===== src/rtl/cpu_trace_monitor.sv =====
// Observation stage for the multicycle CPU: cycle/fetch counters, a PC trace FIFO
// drained by valid/ready, and sticky overflow, self-loop halt and frozen-FSM stall flags.
module cpu_trace_monitor #(
    parameter logic [5:0]  FETCH_STATE  = 6'd0,
    parameter int unsigned DEPTH        = 8,
    parameter int unsigned HALT_REPEAT  = 4,
    parameter int unsigned STALL_CYCLES = 64
) (
    input  logic        clock,
    input  logic        reset,
    input  logic [5:0]  estado,
    input  logic [31:0] RegPCOut,
    input  logic        clear,
    input  logic        trace_ready,
    output logic        trace_valid,
    output logic [31:0] trace_data,
    output logic [31:0] cycle_count,
    output logic [31:0] fetch_count,
    output logic        trace_overflow,
    output logic        halted,
    output logic        stalled
);

    localparam int unsigned PtrW   = (DEPTH > 1) ? $clog2(DEPTH) : 1;
    localparam int unsigned OccW   = $clog2(DEPTH + 1);
    localparam int unsigned RepW   = $clog2(HALT_REPEAT + 1);
    localparam int unsigned StallW = (STALL_CYCLES > 1) ? $clog2(STALL_CYCLES) : 1;

    localparam logic [OccW-1:0]   OccFull   = OccW'(DEPTH);
    localparam logic [RepW-1:0]   RepMax    = RepW'(HALT_REPEAT);
    localparam logic [RepW-1:0]   RepLast   = RepW'(HALT_REPEAT - 1);
    localparam logic [StallW-1:0] StallLast = StallW'(STALL_CYCLES - 1);

    logic [5:0]        prev_estado_q, prev_estado_d;
    logic [31:0]       mem_q [DEPTH];
    logic [31:0]       mem_d [DEPTH];
    logic [PtrW-1:0]   wr_ptr_q, wr_ptr_d;
    logic [PtrW-1:0]   rd_ptr_q, rd_ptr_d;
    logic [OccW-1:0]   occ_q, occ_d;
    logic [31:0]       cycle_count_q, cycle_count_d;
    logic [31:0]       fetch_count_q, fetch_count_d;
    logic              overflow_q, overflow_d;
    logic              halted_q, halted_d;
    logic              stalled_q, stalled_d;
    logic [31:0]       last_pc_q, last_pc_d;
    logic              have_last_q, have_last_d;
    logic [RepW-1:0]   repeat_cnt_q, repeat_cnt_d;
    logic [StallW-1:0] stall_cnt_q, stall_cnt_d;

    logic fetch_ev;
    logic same_state;
    logic fifo_full;
    logic pop;
    logic push;
    logic pc_match;

    always_comb begin
        fetch_ev   = (estado == FETCH_STATE) && (prev_estado_q != FETCH_STATE);
        same_state = (estado == prev_estado_q);
        fifo_full  = (occ_q == OccFull);
        pop        = (occ_q != '0) && trace_ready && !clear;
        // A full FIFO still accepts a push when the head leaves in the same cycle.
        push       = fetch_ev && !clear && (!fifo_full || pop);
        pc_match   = have_last_q && (RegPCOut == last_pc_q);
    end

    always_comb begin
        prev_estado_d = estado;
        mem_d         = mem_q;
        wr_ptr_d      = wr_ptr_q;
        rd_ptr_d      = rd_ptr_q;
        occ_d         = occ_q;
        cycle_count_d = cycle_count_q;
        fetch_count_d = fetch_count_q;
        overflow_d    = overflow_q;
        halted_d      = halted_q;
        stalled_d     = stalled_q;
        last_pc_d     = last_pc_q;
        have_last_d   = have_last_q;
        repeat_cnt_d  = repeat_cnt_q;
        stall_cnt_d   = stall_cnt_q;

        if (clear) begin
            wr_ptr_d      = '0;
            rd_ptr_d      = '0;
            occ_d         = '0;
            cycle_count_d = '0;
            fetch_count_d = '0;
            overflow_d    = 1'b0;
            halted_d      = 1'b0;
            stalled_d     = 1'b0;
            last_pc_d     = '0;
            have_last_d   = 1'b0;
            repeat_cnt_d  = '0;
            stall_cnt_d   = '0;
        end else begin
            if (cycle_count_q != '1) begin
                cycle_count_d = cycle_count_q + 32'd1;
            end
            if (fetch_ev && (fetch_count_q != '1)) begin
                fetch_count_d = fetch_count_q + 32'd1;
            end

            if (push) begin
                mem_d[wr_ptr_q] = RegPCOut;
                wr_ptr_d        = wr_ptr_q + PtrW'(1);
            end
            if (pop) begin
                rd_ptr_d = rd_ptr_q + PtrW'(1);
            end
            if (push && !pop) begin
                occ_d = occ_q + OccW'(1);
            end else if (!push && pop) begin
                occ_d = occ_q - OccW'(1);
            end
            if (fetch_ev && !push) begin
                overflow_d = 1'b1;
            end

            if (fetch_ev) begin
                if (pc_match) begin
                    if (repeat_cnt_q < RepMax) begin
                        repeat_cnt_d = repeat_cnt_q + RepW'(1);
                    end
                    if (repeat_cnt_q >= RepLast) begin
                        halted_d = 1'b1;
                    end
                end else begin
                    repeat_cnt_d = '0;
                end
                last_pc_d   = RegPCOut;
                have_last_d = 1'b1;
            end

            if (same_state) begin
                if (stall_cnt_q == StallLast) begin
                    stalled_d = 1'b1;
                end else begin
                    stall_cnt_d = stall_cnt_q + StallW'(1);
                end
            end else begin
                stall_cnt_d = '0;
            end
        end
    end

    always_ff @(posedge clock or negedge reset) begin
        if (!reset) begin
            // Any non-fetch code works; the first fetch after reset must register as an event.
            prev_estado_q <= ~FETCH_STATE;
            for (int unsigned i = 0; i < DEPTH; i++) begin
                mem_q[i] <= '0;
            end
            wr_ptr_q      <= '0;
            rd_ptr_q      <= '0;
            occ_q         <= '0;
            cycle_count_q <= '0;
            fetch_count_q <= '0;
            overflow_q    <= 1'b0;
            halted_q      <= 1'b0;
            stalled_q     <= 1'b0;
            last_pc_q     <= '0;
            have_last_q   <= 1'b0;
            repeat_cnt_q  <= '0;
            stall_cnt_q   <= '0;
        end else begin
            prev_estado_q <= prev_estado_d;
            mem_q         <= mem_d;
            wr_ptr_q      <= wr_ptr_d;
            rd_ptr_q      <= rd_ptr_d;
            occ_q         <= occ_d;
            cycle_count_q <= cycle_count_d;
            fetch_count_q <= fetch_count_d;
            overflow_q    <= overflow_d;
            halted_q      <= halted_d;
            stalled_q     <= stalled_d;
            last_pc_q     <= last_pc_d;
            have_last_q   <= have_last_d;
            repeat_cnt_q  <= repeat_cnt_d;
            stall_cnt_q   <= stall_cnt_d;
        end
    end

    always_comb begin
        trace_valid    = (occ_q != '0);
        trace_data     = trace_valid ? mem_q[rd_ptr_q] : '0;
        cycle_count    = cycle_count_q;
        fetch_count    = fetch_count_q;
        trace_overflow = overflow_q;
        halted         = halted_q;
        stalled        = stalled_q;
    end

endmodule


===== config.mk =====
export PLATFORM = sky130hd
export DESIGN_NAME = cpu_trace_monitor
export DESIGN_NICKNAME = d
export VERILOG_FILES = /design/src/rtl/cpu_trace_monitor.sv
export SDC_FILE = /design/constraint.sdc
export NUM_CORES = 1
export LEC_CHECK = 0
export ABC_AREA = 0
export CELL_PAD_IN_SITES_DETAIL_PLACEMENT = 1
export CELL_PAD_IN_SITES_GLOBAL_PLACEMENT = 1
export CORE_MARGIN = 2
export CORE_UTILIZATION = 48
export CTS_CLUSTER_DIAMETER = 60
export CTS_CLUSTER_SIZE = 8
export DETAILED_ROUTE_END_ITERATION = 10
export PLACE_DENSITY = 0.82
export SLEW_MARGIN = 20
export SYNTH_ARGS = -nofsm -noshare
export SYNTH_HDL_FRONTEND = slang
export SYNTH_SLANG_ARGS = --single-unit

===== constraint.sdc =====
create_clock -name clock -period 3.8 [get_ports clock]
set_clock_uncertainty 0.05 [all_clocks]
set_input_delay 0.38 -clock clock [delete_from_list [all_inputs] [get_ports clock]]
set_output_delay 0.38 -clock clock [all_outputs]
set_load 0.05 [all_outputs]

After elaboration in Yosys (flattened, before gate mapping)
Cells that the tools add are included.
- register bits: 381
- input port bits: 42
- word-level logic and storage cells: 117
- $add $sub $neg: 8
- $lt $le $gt $ge: 5
- equal/unequal tests: 8
- multiplexer cells: 38
- bitwise logic cells: 3
- reductions and logical operators: 34
- operators by type and width (cell ; number):
    $mux W32 ; 10
    $bwmux W256 ; 1
    $bmux W32 S3 ; 1
    $demux W32 S3 ; 1
    $add A32 B1 Y32 const B ; 2
    $ne A32 B32 Y1 const B ; 2
    $eq A32 B32 Y1 ; 1
    $mux W3 ; 8
    $reduce_bool A2 Y1 ; 10
    $mux W6 ; 3
    $mux W4 ; 3
    $logic_and A1 B1 Y1 ; 11
    $mux W1 ; 11
    $add A3 B1 Y3 const B ; 3
    $ge A4 B4 Y1 const B ; 2
    $not A3 Y4 ; 2
    $add A6 B1 Y6 const B ; 1
    $eq A6 B6 Y1 ; 1
    $eq A6 B6 Y1 const B ; 1
    $logic_not A6 Y1 ; 1
    $reduce_and A2 Y1 ; 3
    $reduce_bool A6 Y1 ; 1
    $add A4 B1 Y4 const B ; 1
    $eq A4 B4 Y1 const B ; 1
    12 further kinds ; 15

Longest topological paths before layout
- word-level depth: 10
- gate-level depth with buffers: 10
- depth with buffers taken out: 10

Worst setup path after synthesis
Ideal clock, no wire load.
- path type: flip-flop to flip-flop
- from: register occ_q[0]
- to: register occ_q[3]
- library setup time: 0.125 ns
- data arrival time: 3.159 ns
- slack: 0.466 ns
- stages on the path, launching flop included: 11
- path buffers: 0
- cell sequence: dfrtp_1 nor4_1 inv_1 o21a_1 or3_1 ha_1 a21o_1 a21oi_1 nor4_1 o21ai_0 mux2_2
- cells in the longest elaborated chain, start to end: 8
- elaborated cells between the ends (all ways): 17
- RTL lines (what ; line ; source):
    start, declared ; 39 ; logic [OccW-1:0] occ_q, occ_d;
    start signal, assigned ; 156 ; occ_q <= '0;
    start signal, assigned ; 171 ; occ_q <= occ_d;
    $reduce_bool A4 Y1 * ; - ;
    via trace_valid ; 15 ; output logic trace_valid,
    $logic_and A1 B1 Y1 * (2 in series) ; 61 ; pop = (occ_q != '0) && trace_ready && !clear;
    $logic_or A1 B1 Y1 ; 63 ; push = fetch_ev && !clear && (!fifo_full || pop);
    $logic_and A1 B1 Y1 ; 63 ;
    $logic_and A1 B1 Y1 / $logic_not A1 Y1 (equally long branches) ; 111, 113 ;
    $mux W4 / $logic_and A1 B1 Y1 (equally long branches) ; 111, 113 ;
    $mux W4 / $reduce_bool A3 Y1 (equally long branches) ; - ;
The timed path passes the listed nets; every way through them passes the cells marked *. The select of a mux whose other input is x is not followed.
A chain may end at the register's enable or synchronous reset.

Worst setup path after layout
- from: register rd_ptr_q[1]
- to: output port trace_data[24]
- cells in the longest elaborated chain, start to end: 5
- RTL lines (what ; line ; source):
    start, declared ; 38 ; logic [PtrW-1:0] rd_ptr_q, rd_ptr_d;
    start signal, assigned ; 170 ; rd_ptr_q <= rd_ptr_d;
    $not A3 Y4 (not written as such) ; 186 ; trace_data = trace_valid ? mem_q[rd_ptr_q] : '0;
    $bmux W32 S3 ; 186 ;
    $mux W32 (not written as such) (2 in series) ; 186 ;
    $mux W32 ; 186 ;
    end, declared ; 16 ; output logic [31:0] trace_data,
Every way passes these cells. The select of a mux whose other input is x is not followed.

==> flow_summary.ini <==
[run_status]
outcome = finished, final reports clean

[hold_path]
hp-class = in2reg

[floorplan]
pin_count = 142
rows = 71
die_y_um = 198
coreArea_sq_um = 37400
dieArea_sq_um = 39400
initial_core_util = 0.485
die_w_um = 198

[critical_path]
critical_path_arrival_ns = 3.14
worstSetupPathType = reg2out
crit_fanout = 34
cp-start-kind = register
end_kind = primary output
required_ns = 3.37

[sta]
worstMarginPinSlew_ns = 0.951
fmax_mhz = 280
slew_headroom = 0.360
setup_viol = 0
slew_violations = 0
fin_crit_ns = 3.57
tns_ns = 0
hold_violations = 0
rsz0062_at_grt = false
min_period_over_period = 0.941

[final_layout]
area_growth_pct = 19.5
layout.nets = 1625
utilization = 0.579
diodes = 0
final_layout_size_suffix_gt1_frac = 0.245

[clock_tree]
clock-root-buffer = clkbuf_16
clk_path_buf_depth = 3
clk_pin_slew_ns = 0.05
cts_made_buffers = 54
insertion_delay_ns = 0.60
cts-resized-gates = 0
cts_tree = built
clock-sinks = 381
cts_max_level = 2

[synth]
synth_top_cells_by_area = dfrtp_1 52%, mux2_2 12%, mux4_2 7.9%
yosysSeqAreaShare = 0.526
synth_edf_count = 0
async_reset_ff_frac = 1.00
synth.avg_cell_area_sq_um = 12.6
ys_seq_elements = 381
synth-warning-count = 0
synthDistinctLibCells = 53
netlist_area_sq_um = 18100
post-synth-top-area-cell = dfrtp_1
synth_nets = 1496
synth_flop_cell = dfrtp_1
syn_inst = 1444
synth_top_area_share = 0.517

[power_and_ir_drop]
ir_drop_mv = 0.302
swShare = 0.277
clkPwrFrac = 0.425
p_sw_mw = 2.80
p_int_mw = 7.30
p_comb_frac = 0.155
p_per_area_nw_per_um2 = 466
pwr-share-seq = 0.420
p_leak_nw = 9.63

[place]
io_buffers = 141
dp_hpwl_mm = 31.0
gp_congestion = 0.780

[drt]
vias = 12400
wl_met1_mm = 20.7
met3_wirelength_mm = 2.50
wl_met2_mm = 25.5
viasPerCell = 5.89
final_antenna_net_count = 0
routed.top_layer = met4
drt_iter0_markers = 522
post_drt_wl_per_cell_um = 23.8
finalWirelength_mm = 50.0
dr.pass1.iters = 5
drcViolationCount = 0

[grt]
grt_max_degree = 91
overflow = 0
grt_usage = 0.267
grt_pass1_wl_mm = 80.8
antenna_found_initial = 0
grt_pass1_vias = 14100

[flow_run]
maxCapViolations = 0
==> critical path: stages (launching register included) <==
cell and delay [ns]:
dfrtp_2 0.75, buf_12 0.31, mux4_2 0.36, mux2i_1 0.33, nor2_1 0.08, clkdlybuf4s50_1 0.72
==> metrics by stage <==
stage	std cells	total power, mW	worst slack [ns]	hold slack [ns]	cell area (sq um)
after floorplan	1444	5.26	0.466	0.0344	18100
after global placement	2027	5.82	0.191	0.404	20200
after detailed placement	2027	5.86	0.147	0.421	20200
after CTS	2098	10.2	0.181	0.0400	21700
after global routing	2098	10.5	0.147	0.0689	21700
final	2098	10.1	0.225	0.0679	21700
==> power by group through the flow <==
stage / logic [mW] / registers, mW / clock network (mW)
3_5_place_dp: 1.56 / 4.30 / 0
5_1_grt: 1.67 / 4.25 / 4.55
2_1_floorplan: 0.998 / 4.26 / 0
6_report: 1.56 / 4.24 / 4.30
4_1_cts: 1.59 / 4.24 / 4.38
3_3_place_gp: 1.53 / 4.30 / 0
==> flip-flops by register name, indices dropped and copies added, names as in the netlist <==
| name | count |
|---|---|
| halted | 1 |
| wr_ptr_q | 3 |
| trace_overflow | 1 |
| last_pc_q | 32 |
| cycle_count | 32 |
| stall_cnt_q | 6 |
| fetch_count | 32 |
| occ_q | 4 |
| repeat_cnt_q | 3 |
| rd_ptr_q | 3 |
| have_last_q | 1 |
| stalled | 1 |
| prev_estado_q | 6 |
| mem_q | 256 |
==> logic make-up after synthesis <==
logic type	share of synthesized area
DFF	0.526
muxes	0.259
and+or+nand+nor	0.0962
AOI/OAI and AO/OA	0.0480
buffers and inverters	0.0292
xor gates and xnor gates	0.0338
adders and majority gates	0.00731
==> Yosys cell counts (9+ instances only) <==
| library cell | n |
|---|---|
| dfrtp_1 | 375 |
| ha_1 | 9 |
| a21o_1 | 9 |
| and3_1 | 13 |
| mux2_1 | 62 |
| nor2_1 | 85 |
| a21oi_1 | 74 |
| inv_1 | 16 |
| and4_1 | 9 |
| buf_1 | 24 |
| mux4_2 | 64 |
| nor4_1 | 17 |
| nand4_1 | 24 |
| xnor2_1 | 26 |
| xor2_1 | 44 |
| buf_2 | 10 |
| a211oi_1 | 14 |
| clkbuf_1 | 79 |
| o21ai_0 | 26 |
| o31ai_1 | 10 |
| nand2_1 | 90 |
| or3_1 | 27 |
| or4_1 | 10 |
| nand3_1 | 39 |
| mux2_2 | 195 |
| mux2i_1 | 37 |
| nor3_1 | 10 |
==> per-layer routing <==
layer	vias to the layer above	track usage
li1	5466	-
met1	6514	0.340
met2	296	0.458
met3	82	0.0558
met4	0	0.0844
met5	-	0
==> final timing paths <==
kind	from	to	slack [ns]	depth (start not counted)
max	rd_ptr_q[1]	trace_data[24]	0.23	5
min	clear	last_pc_q[11]	0.07	2
max reg2reg	prev_estado_q[2]	mem_q[165]	0.40	8
min reg2reg	mem_q[122]	mem_q[122]	0.43	1
max in group asynchronous	reset	mem_q[129]	2.31	3
min in group asynchronous	reset	mem_q[178]	0.33	2
==> cell usage in the layout, fill, tap and decap left out, drive strengths merged, types with 6 or more instances in the layout <==
cell	synthesis	final
mux2i	37	37
mux2	257	257
a21o	9	9
nor3	10	10
clkdlybuf4s50	0	139
o21ai	26	26
ha	9	9
xnor2	26	26
nor2	85	85
xor2	44	44
nand4	24	24
inv	16	18
nand2	90	90
or3	27	27
clkbuf	79	66
buf	37	49
mux4	64	64
dfstp	6	6
a211oi	16	16
or4	11	11
o31ai	10	10
dfrtp	375	375
a21oi	74	74
and3	13	13
and4	9	9
nand3	39	39
nor4	19	19
==> area by class of cell <==
cell class	instances	area, sq um
Multi-Input combinational cell	931	8100
Clock inverter	4	42.5
Tap cell	511	639
Sequential cell	381	9550
Timing Repair Buffer	189	1860
Inverter	16	60.1
Fill cell	3688	15700
Clock buffer	66	1420
==> repair_timing <==
action | 4_1_cts | 5_1_grt
hold buffers | 1 | 0
buffers inserted | 0 | 0
hold endpoints to repair | 85 | 0
endpoints found under the setup margin | 0 | 0
(Power assumes the default switching activity.)
